<file path="config.mk">
export PLATFORM = sky130hd
export DESIGN_NAME = seg7_scan_ctrl
export DESIGN_NICKNAME = d
export VERILOG_FILES = /design/src/rtl/seg7_pkg.sv /design/src/rtl/seg7_hex_decode.sv /design/src/rtl/seg7_scan_ctrl.sv
export SDC_FILE = /design/constraint.sdc
export NUM_CORES = 1
export LEC_CHECK = 0
export BUFFER_PORTS_ARGS = -buffer_cell sky130_fd_sc_hd__clkbuf_2
export CAP_MARGIN = 20
export CELL_PAD_IN_SITES_DETAIL_PLACEMENT = 1
export CELL_PAD_IN_SITES_GLOBAL_PLACEMENT = 1
export CORE_ASPECT_RATIO = 1.4
export CORE_UTILIZATION = 44
export DETAILED_ROUTE_END_ITERATION = 6
export PLACE_DENSITY = 0.75
export RECOVER_POWER = 25
export SETUP_SLACK_MARGIN = 0.2
export SLEW_MARGIN = 20
export SYNTH_ARGS = -nofsm -noshare
export SYNTH_HDL_FRONTEND = slang
export SYNTH_HIERARCHICAL = 1
export SYNTH_SLANG_ARGS = --single-unit
</file>
<file path="constraint.sdc">
create_clock -name CLK -period 2.3 [get_ports CLK]
set_clock_uncertainty 0.05 [all_clocks]
set_input_delay 0.46 -clock CLK [delete_from_list [all_inputs] [get_ports CLK]]
set_output_delay 0.46 -clock CLK [all_outputs]
set_load 0.05 [all_outputs]
</file>
<file path="src/rtl/seg7_pkg.sv">
// Shared types and constants for the two-digit 7-segment scan controller.
package seg7_pkg;

  typedef enum logic [1:0] {
    SHOW_O,
    BLANK_O,
    SHOW_T,
    BLANK_T
  } state_t;

  localparam logic [6:0] SEG_OFF_N = 7'h7F;

  // Positive-logic hex glyphs {g,f,e,d,c,b,a}, index 0 in the low slot.
  localparam logic [15:0][6:0] GLYPH = {
    7'h71, 7'h79, 7'h5E, 7'h39, 7'h7C, 7'h77, 7'h6F, 7'h7F,
    7'h07, 7'h7D, 7'h6D, 7'h66, 7'h4F, 7'h5B, 7'h06, 7'h3F
  };

endpackage

</file>
<file path="src/rtl/seg7_hex_decode.sv">
// Combinational nibble to positive-logic 7-segment glyph.
module seg7_hex_decode
  import seg7_pkg::*;
(
  input  logic [3:0] hex,
  output logic [6:0] glyph
);

  assign glyph = GLYPH[hex];

endmodule

</file>
<file path="src/rtl/seg7_scan_ctrl.sv">
// Two-digit multiplexed 7-segment scan controller with a double-buffered
// write port. Optional macro SEG7_DIM_EN adds a 2-bit brightness input that
// shortens the lit part of each show window.
module seg7_scan_ctrl
  import seg7_pkg::*;
#(
  parameter int SHOW_CYCLES  = 8,
  parameter int BLANK_CYCLES = 4
) (
  input  logic       CLK,
  input  logic       RST,
  input  logic       en,
  input  logic       wr_valid,
  input  logic [7:0] wr_data,
  output logic       wr_ready,
`ifdef SEG7_DIM_EN
  input  logic [1:0] brightness,
`endif
  output logic [6:0] seg_n,
  output logic       digit_sel,
  output logic       frame_tick
);

  localparam int CNT_W = $clog2(SHOW_CYCLES > BLANK_CYCLES ? SHOW_CYCLES : BLANK_CYCLES);
  localparam logic [CNT_W-1:0] SHOW_LAST  = CNT_W'(SHOW_CYCLES - 1);
  localparam logic [CNT_W-1:0] BLANK_LAST = CNT_W'(BLANK_CYCLES - 1);
  localparam logic [CNT_W-1:0] BLANK_HALF = CNT_W'(BLANK_CYCLES / 2);

  state_t           state, state_nx;
  logic [CNT_W-1:0] phase, phase_nx;
  logic             last;
  logic [7:0]       active, shadow;
  logic             shadow_full;
  logic [3:0]       digit_hex;
  logic [6:0]       glyph;
  logic             lit;
  logic [6:0]       seg_nx;
  logic             dsel_nx;

  assign wr_ready = ~shadow_full & ~RST;

  assign digit_hex = (state == SHOW_T) ? active[7:4] : active[3:0];

  seg7_hex_decode u_dec (
    .hex   (digit_hex),
    .glyph (glyph)
  );

`ifdef SEG7_DIM_EN
  logic [1:0]  bright_q;
  logic [31:0] lit_lim;

  // Brightness only changes at frame boundaries so a window is never split.
  always_ff @(posedge CLK) begin
    if (RST)             bright_q <= 2'd3;
    else if (frame_tick) bright_q <= brightness;
  end

  assign lit_lim = 32'({1'b0, bright_q} + 3'd1) * 32'(SHOW_CYCLES / 4);
  assign lit     = 32'(phase) < lit_lim;
`else
  assign lit = 1'b1;
`endif

  // Phase/state sequencing plus the next values of the registered pin drive.
  always_comb begin
    state_nx   = state;
    phase_nx   = phase + 1'b1;
    last       = 1'b0;
    seg_nx     = SEG_OFF_N;
    dsel_nx    = 1'b1;
    case (state)
      SHOW_O: begin
        last    = (phase == SHOW_LAST);
        dsel_nx = 1'b0;
        if (lit) seg_nx = ~glyph;
        if (last) state_nx = BLANK_O;
      end
      BLANK_O: begin
        last    = (phase == BLANK_LAST);
        // Switch digit select halfway through the dark gap.
        dsel_nx = (phase >= BLANK_HALF);
        if (last) state_nx = SHOW_T;
      end
      SHOW_T: begin
        last    = (phase == SHOW_LAST);
        dsel_nx = 1'b1;
        if (lit) seg_nx = ~glyph;
        if (last) state_nx = BLANK_T;
      end
      default: begin
        last    = (phase == BLANK_LAST);
        dsel_nx = (phase < BLANK_HALF);
        if (last) state_nx = SHOW_O;
      end
    endcase
    if (last) phase_nx = '0;
    // Disabled: park at the start of the tens gap so a restart runs a full gap.
    if (!en) begin
      state_nx = BLANK_T;
      phase_nx = '0;
      seg_nx   = SEG_OFF_N;
      dsel_nx  = 1'b1;
    end
  end

  assign frame_tick = ~RST & en & (state == BLANK_T) & last;

  // State and phase counter.
  always_ff @(posedge CLK) begin
    if (RST) begin
      state <= BLANK_T;
      phase <= '0;
    end else begin
      state <= state_nx;
      phase <= phase_nx;
    end
  end

  // Registered pin drive, one cycle behind the sequencer.
  always_ff @(posedge CLK) begin
    if (RST) begin
      seg_n     <= SEG_OFF_N;
      digit_sel <= 1'b1;
    end else begin
      seg_n     <= seg_nx;
      digit_sel <= dsel_nx;
    end
  end

  // Double buffer: writes land in shadow, shadow moves to active at the boundary.
  always_ff @(posedge CLK) begin
    if (RST) begin
      active      <= 8'h00;
      shadow      <= 8'h00;
      shadow_full <= 1'b0;
    end else begin
      if (frame_tick && shadow_full) begin
        active      <= shadow;
        shadow_full <= 1'b0;
      end
      if (wr_valid && wr_ready) begin
        shadow      <= wr_data;
        shadow_full <= 1'b1;
      end
    end
  end

endmodule

</file>
* After elaboration in Yosys (flattened, before gate mapping)
Memory sizes are Yosys's and may differ from the RTL's. Index checks and enable logic that the tools add are counted.
Storage, ports and cells: bits in registers 30, input port bits 12, memory bits (read-only) 112, memories kept 1
Operators by class: reduce and logical (&&, ||, !) cells 10, add/sub/neg operators 1, bitwise operators 9, eq/ne operators 8, multiplexer cells 11, $lt $le $gt $ge 3
Memory list:
- (name not given) | depth 16, bits a word 7, rd ports 1, clocked after Yosys merged registers in 0, wr ports 0, line seg7_hex_decode.sv:9 | assign glyph = GLYPH[hex];
Operators with widths (count):
- 2-bit 2-to-1 mux | 4
- 7-bit 2-to-1 mux | 1
- 7-bit inverter | 1
- 2-bit case mux with 3 select lines | 1
- 3-bit OR reduction | 2
- 4-bit by 5-bit < comparator with 1-bit output (second input constant) | 1
- 1-bit AND | 4
- 2-bit == test (second input constant) | 2
- 4-bit 2-to-1 mux | 1
- 2-bit != test (second input constant) | 2
- 1-bit inverter | 4
- 4-bit AND reduction | 1
- 2-bit OR reduction | 2
- 3-bit by 1-bit adder with 3-bit output (second input constant) | 1
- 3-bit by 2-bit == test with 1-bit output (second input constant) | 1
- 3-bit == test (second input constant) | 1
- 3-bit by 2-bit >= comparator with 1-bit output (second input constant) | 1
- 3-bit by 2-bit < comparator with 1-bit output (second input constant) | 1
- 1-bit 2-to-1 mux | 3
- 1-bit case mux with 3 select lines | 1
- 3-bit nonzero test | 1
- 2-bit by 1-bit == test with 1-bit output (second input constant) | 1
- 1-bit logical AND | 2
- 2-bit zero test | 1
- 2 further kinds | 2

* Logic depth before layout (Yosys ltp)
word-level depth 7, mapped depth 9, depth with buffers taken out 8

* Cells and area by module
Netlist, hierarchy kept.
Modules (own cells, without submodules):
- seg7_scan_ctrl | area each 1298.7 um2, times used 1, seq. area each 600.6 um2, cells an instance 122
- seg7_hex_decode | area each 287.8 um2, times used 1, seq. area each 0.0 um2, cells an instance 33

* Worst setup path after synthesis
OpenSTA, ideal clock, no wires.
path kind reg2out, start point register state[0], end point output frame_tick, required time 1.790 ns, path slack -0.181 ns, cell stages (with the launch flop) 7, buffers on the path 1, arrival 1.971 ns, cell sequence dfxtp_1 -> inv_1 -> ha_1 -> buf_6 -> or3b_4 -> and2_2 -> nor2_1
On the way: cells in the longest elaborated chain, start to end 4, elaborated cells on any way between the ends 7, those cells by class eq/ne (2); mux (1); bitwise (2); reduce/logical (2)
RTL lines:
- start, declared | line seg7_scan_ctrl.sv:29 | state_t state, state_nx;
- start signal, assigned | line seg7_scan_ctrl.sv:115 | state <= state_nx;
- 2-bit == test / 2-bit zero test (equally long branches) | line seg7_scan_ctrl.sv:72 | case (state)
- 2-bit OR reduction (no line)
- 1-bit 2-to-1 mux
- 1-bit AND (*) | line seg7_scan_ctrl.sv:107 | assign frame_tick = ~RST & en & (state == BLANK_T) & last;
- end, declared | line seg7_scan_ctrl.sv:21 | output logic frame_tick
Every way passes the cells marked *; elsewhere a longest branch is shown, timed or not.

* Final worst setup path
Same ends and word-level chain as after synthesis.

==> flow_summary.toml <==
[power_and_ir_drop]
ir_drop_mv = 0.7867
p_leak_nw = 0.8312
power_density_mw_per_mm2 = 591.3

[cells_and_area]
areaGrowthSynthToFinish_pct = 21.92
fillers = 396
insertedDiodeCount = 0
nets = 211
final_layout_size_suffix_gt1_share_pct = 37.50
final_util_pct = 56.73

[critical_path]
start_kind = "flop"
r2r_end = "active[4]$_SDFFE_PP0P_"
path_max_fanout = 8
cp_top_family = "simple AND/OR/NAND/NOR gates"
path_class = "flop to output pin"
path_depth = 6
r2r-start = "state[0]$_SDFFE_PP1P_"
rrSetupSlack_ps = 220
cp.required_ps = 1790
reg2regPathDepth = 6
path_buf_inv = 2
critPathMaxStageDelay_ps = 400
critPathSlowestCell = "or3b_4"
end_kind = "output pin"
cp.arrival_ps = 1690
path_cells = "inv_2 > ha_4 > or3b_4 > and2_4 > nor2_4 > buf_8"

[synthesis]
ys_seq_elements = 30
synthCells = 155
ys_seq_area_share_pct = 37.85
synthTopCellsByCount = "30 x dfxtp_1, 18 x nor2_1, 16 x ha_1"
synth_area_sq_mm = 0.001587
postSynthAreaPerCell_sq_um = 10.24
ys.flop_type = "dfxtp_1"
syn_nets = 183
synth_async_sr_flop_share_pct = 0
yosysWarningCount = 6
synth.distinct_cells = 32
yosys-top-cells-area = "dfxtp_1 38%, ha_1 13%, mux2_4 7.6%"
synth_edf_count = 0
yosysTopAreaCell = "dfxtp_1"
yosys.area.top_type_share_pct = 37.85
yosysMostFrequentCell = "dfxtp_1"

[timing]
max_freq_mhz = 453.7
worst_pin_slew_ps = 586.8
maxSlewHeadroom_pct = 61.05
slew_violations = 0
fin_setup_tns_ps = 0
finalHoldViolations = 0
min_period_ps = 2204
rsz0062_at_grt = "true"
setup_viol = 0
fin_crit_sh_pct = 95.82

[hold_path]
hold_class = "input pin to flop"
hold_depth = 3
hp-start = "wr_data[6]"
min_to = "shadow[6]$_SDFFE_PP0P_"

[drt]
detail_route.first_pass.iterations = 5
vias_per_cell = 5.174
wl_per_cell_um = 15.41
antenna_left = 0
dr.first_iter.drc_count = 18
num_vias = 1159
wirelength_mm = 3.451
drc = 0

[floorplan]
die_height_um = 73.05
io_pins = 22
dieWidth_um = 52.75
fp.dieArea_sq_mm = 0.003853
num_rows = 25
start_util_pct = 46.53
coreArea_sq_mm = 0.003410

[outcome]
outcome = "finished clean"

[grt]
grt_usage_pct = 20.92
antenna_found_initial = 0
grt_pass1_wl_mm = 5.796
grt_pass1_vias = 1232
grt-ovfl-total = 0
grt_max_degree = 19

[clock_network]
insertion_delay_ps = 280
cts-root-buf = "clkbuf_8"
cts_max_level = 2
ctsHoldBuffers = 0
cts_tree = "done"
cts_sinks = 30
clk_path_buf_depth = 2
clkTransAtPathRegs_ps = 70
numCtsBuffers = 5

[placement]
globalplace.congestion = 0.8048
dp_hpwl_mm = 2.438
portBuffers = 21

[run]
maxCapViolCount = 0
## flip-flops by register name, summed over array words and instances (netlist names)
| register | flops |
|---|---|
| active | 8 |
| digit_sel | 1 |
| phase | 3 |
| seg_n | 7 |
| shadow | 8 |
| shadow_full | 1 |
| state | 2 |
## worst max path at each step
stage	startpoint	slack [ps]	end
finish	state[0]$_SDFFE_PP1P_	100	frame_tick
global route	state[0]$_SDFFE_PP1P_	40	frame_tick
CTS	phase[1]$_SDFF_PP0_	100	frame_tick
detailed placement	state[0]$_SDFFE_PP1P_	20	seg_n[3]$_SDFF_PP1_
global placement	state[0]$_SDFFE_PP1P_	100	frame_tick
floorplan	state[0]$_SDFFE_PP1P_	200	frame_tick
## layout make-up
type	count	area, sq um	area share (%)
clock inverters	3	45.04	2.329
flip-flops and latches	30	609.3	31.50
well taps	40	50.05	2.587
inverters	8	30.03	1.552
multi-input cells	110	968.4	50.06
clock buffers	5	68.82	3.558
repair buffers	28	162.7	8.409
## through the flow
step	instance area [sq um]	instances	worst slack, ps	total power, mW	hold WS [ps]
floorplan	1594	155	202.4	0.5915	348.4
global placement	1722	212	100.7	0.6103	364.7
detailed placement	1722	212	18.08	0.6155	377.4
CTS	1939	224	97.96	1.155	362.2
global route	1934	224	38.48	1.182	384.6
finish	1934	224	96.14	1.144	363.4
## worst reg2reg max path, cell delays in order, from the launching register on
cell	delay, ps
dfxtp_1	350
inv_2	70
ha_4	200
or3b_4	400
buf_4	150
a211o_2	420
mux2_4	340
## layout by cell type, fill, tap and decap left out, drive strengths merged
cell type / n
a211o: 2
a21oi: 3
a31o: 1
and2: 2
and3: 1
buf: 7
bufinv: 1
clkbuf: 26
clkinvlp: 2
dfxtp: 30
ha: 16
inv: 8
mux2: 15
mux2i: 11
mux4: 1
nand2: 11
nand2b: 2
nand3: 1
nand3b: 1
nor2: 18
nor2b: 12
nor3: 2
nor4b: 1
o21a: 1
o21ai: 2
o21ba: 1
o22ai: 1
o31a: 1
o31ai: 1
o32a: 1
or2b: 1
or3b: 1
## report_power, final
part	switching, mW	internal, mW
clock network	0.217	0.322
registers	0.00859	0.530
logic	0.0368	0.0296
## routing by layer
layer  GRT usage [%]  part of all wire (%)
met3           5.000                   2.5
met4           7.895                   1.7
met2           38.54                    56
met5               0                     0
met1           22.14                    40
## what timing repair did
action                                  4_1_cts  5_1_grt
endpoints found under the setup margin       14       10
resized for setup                            22        4
setup buffers                                 4        0
endpoints found under the hold margin         0        0
pin swaps                                     1        0
## kinds of logic after synthesis
logic type	synth area share (%)
mux	21.14
simple gates	16.88
fa+ha+maj	12.62
compound gates	6.468
buf+inv	5.047
flops	37.86
No activity file was read; power rests on OpenSTA's default activity.
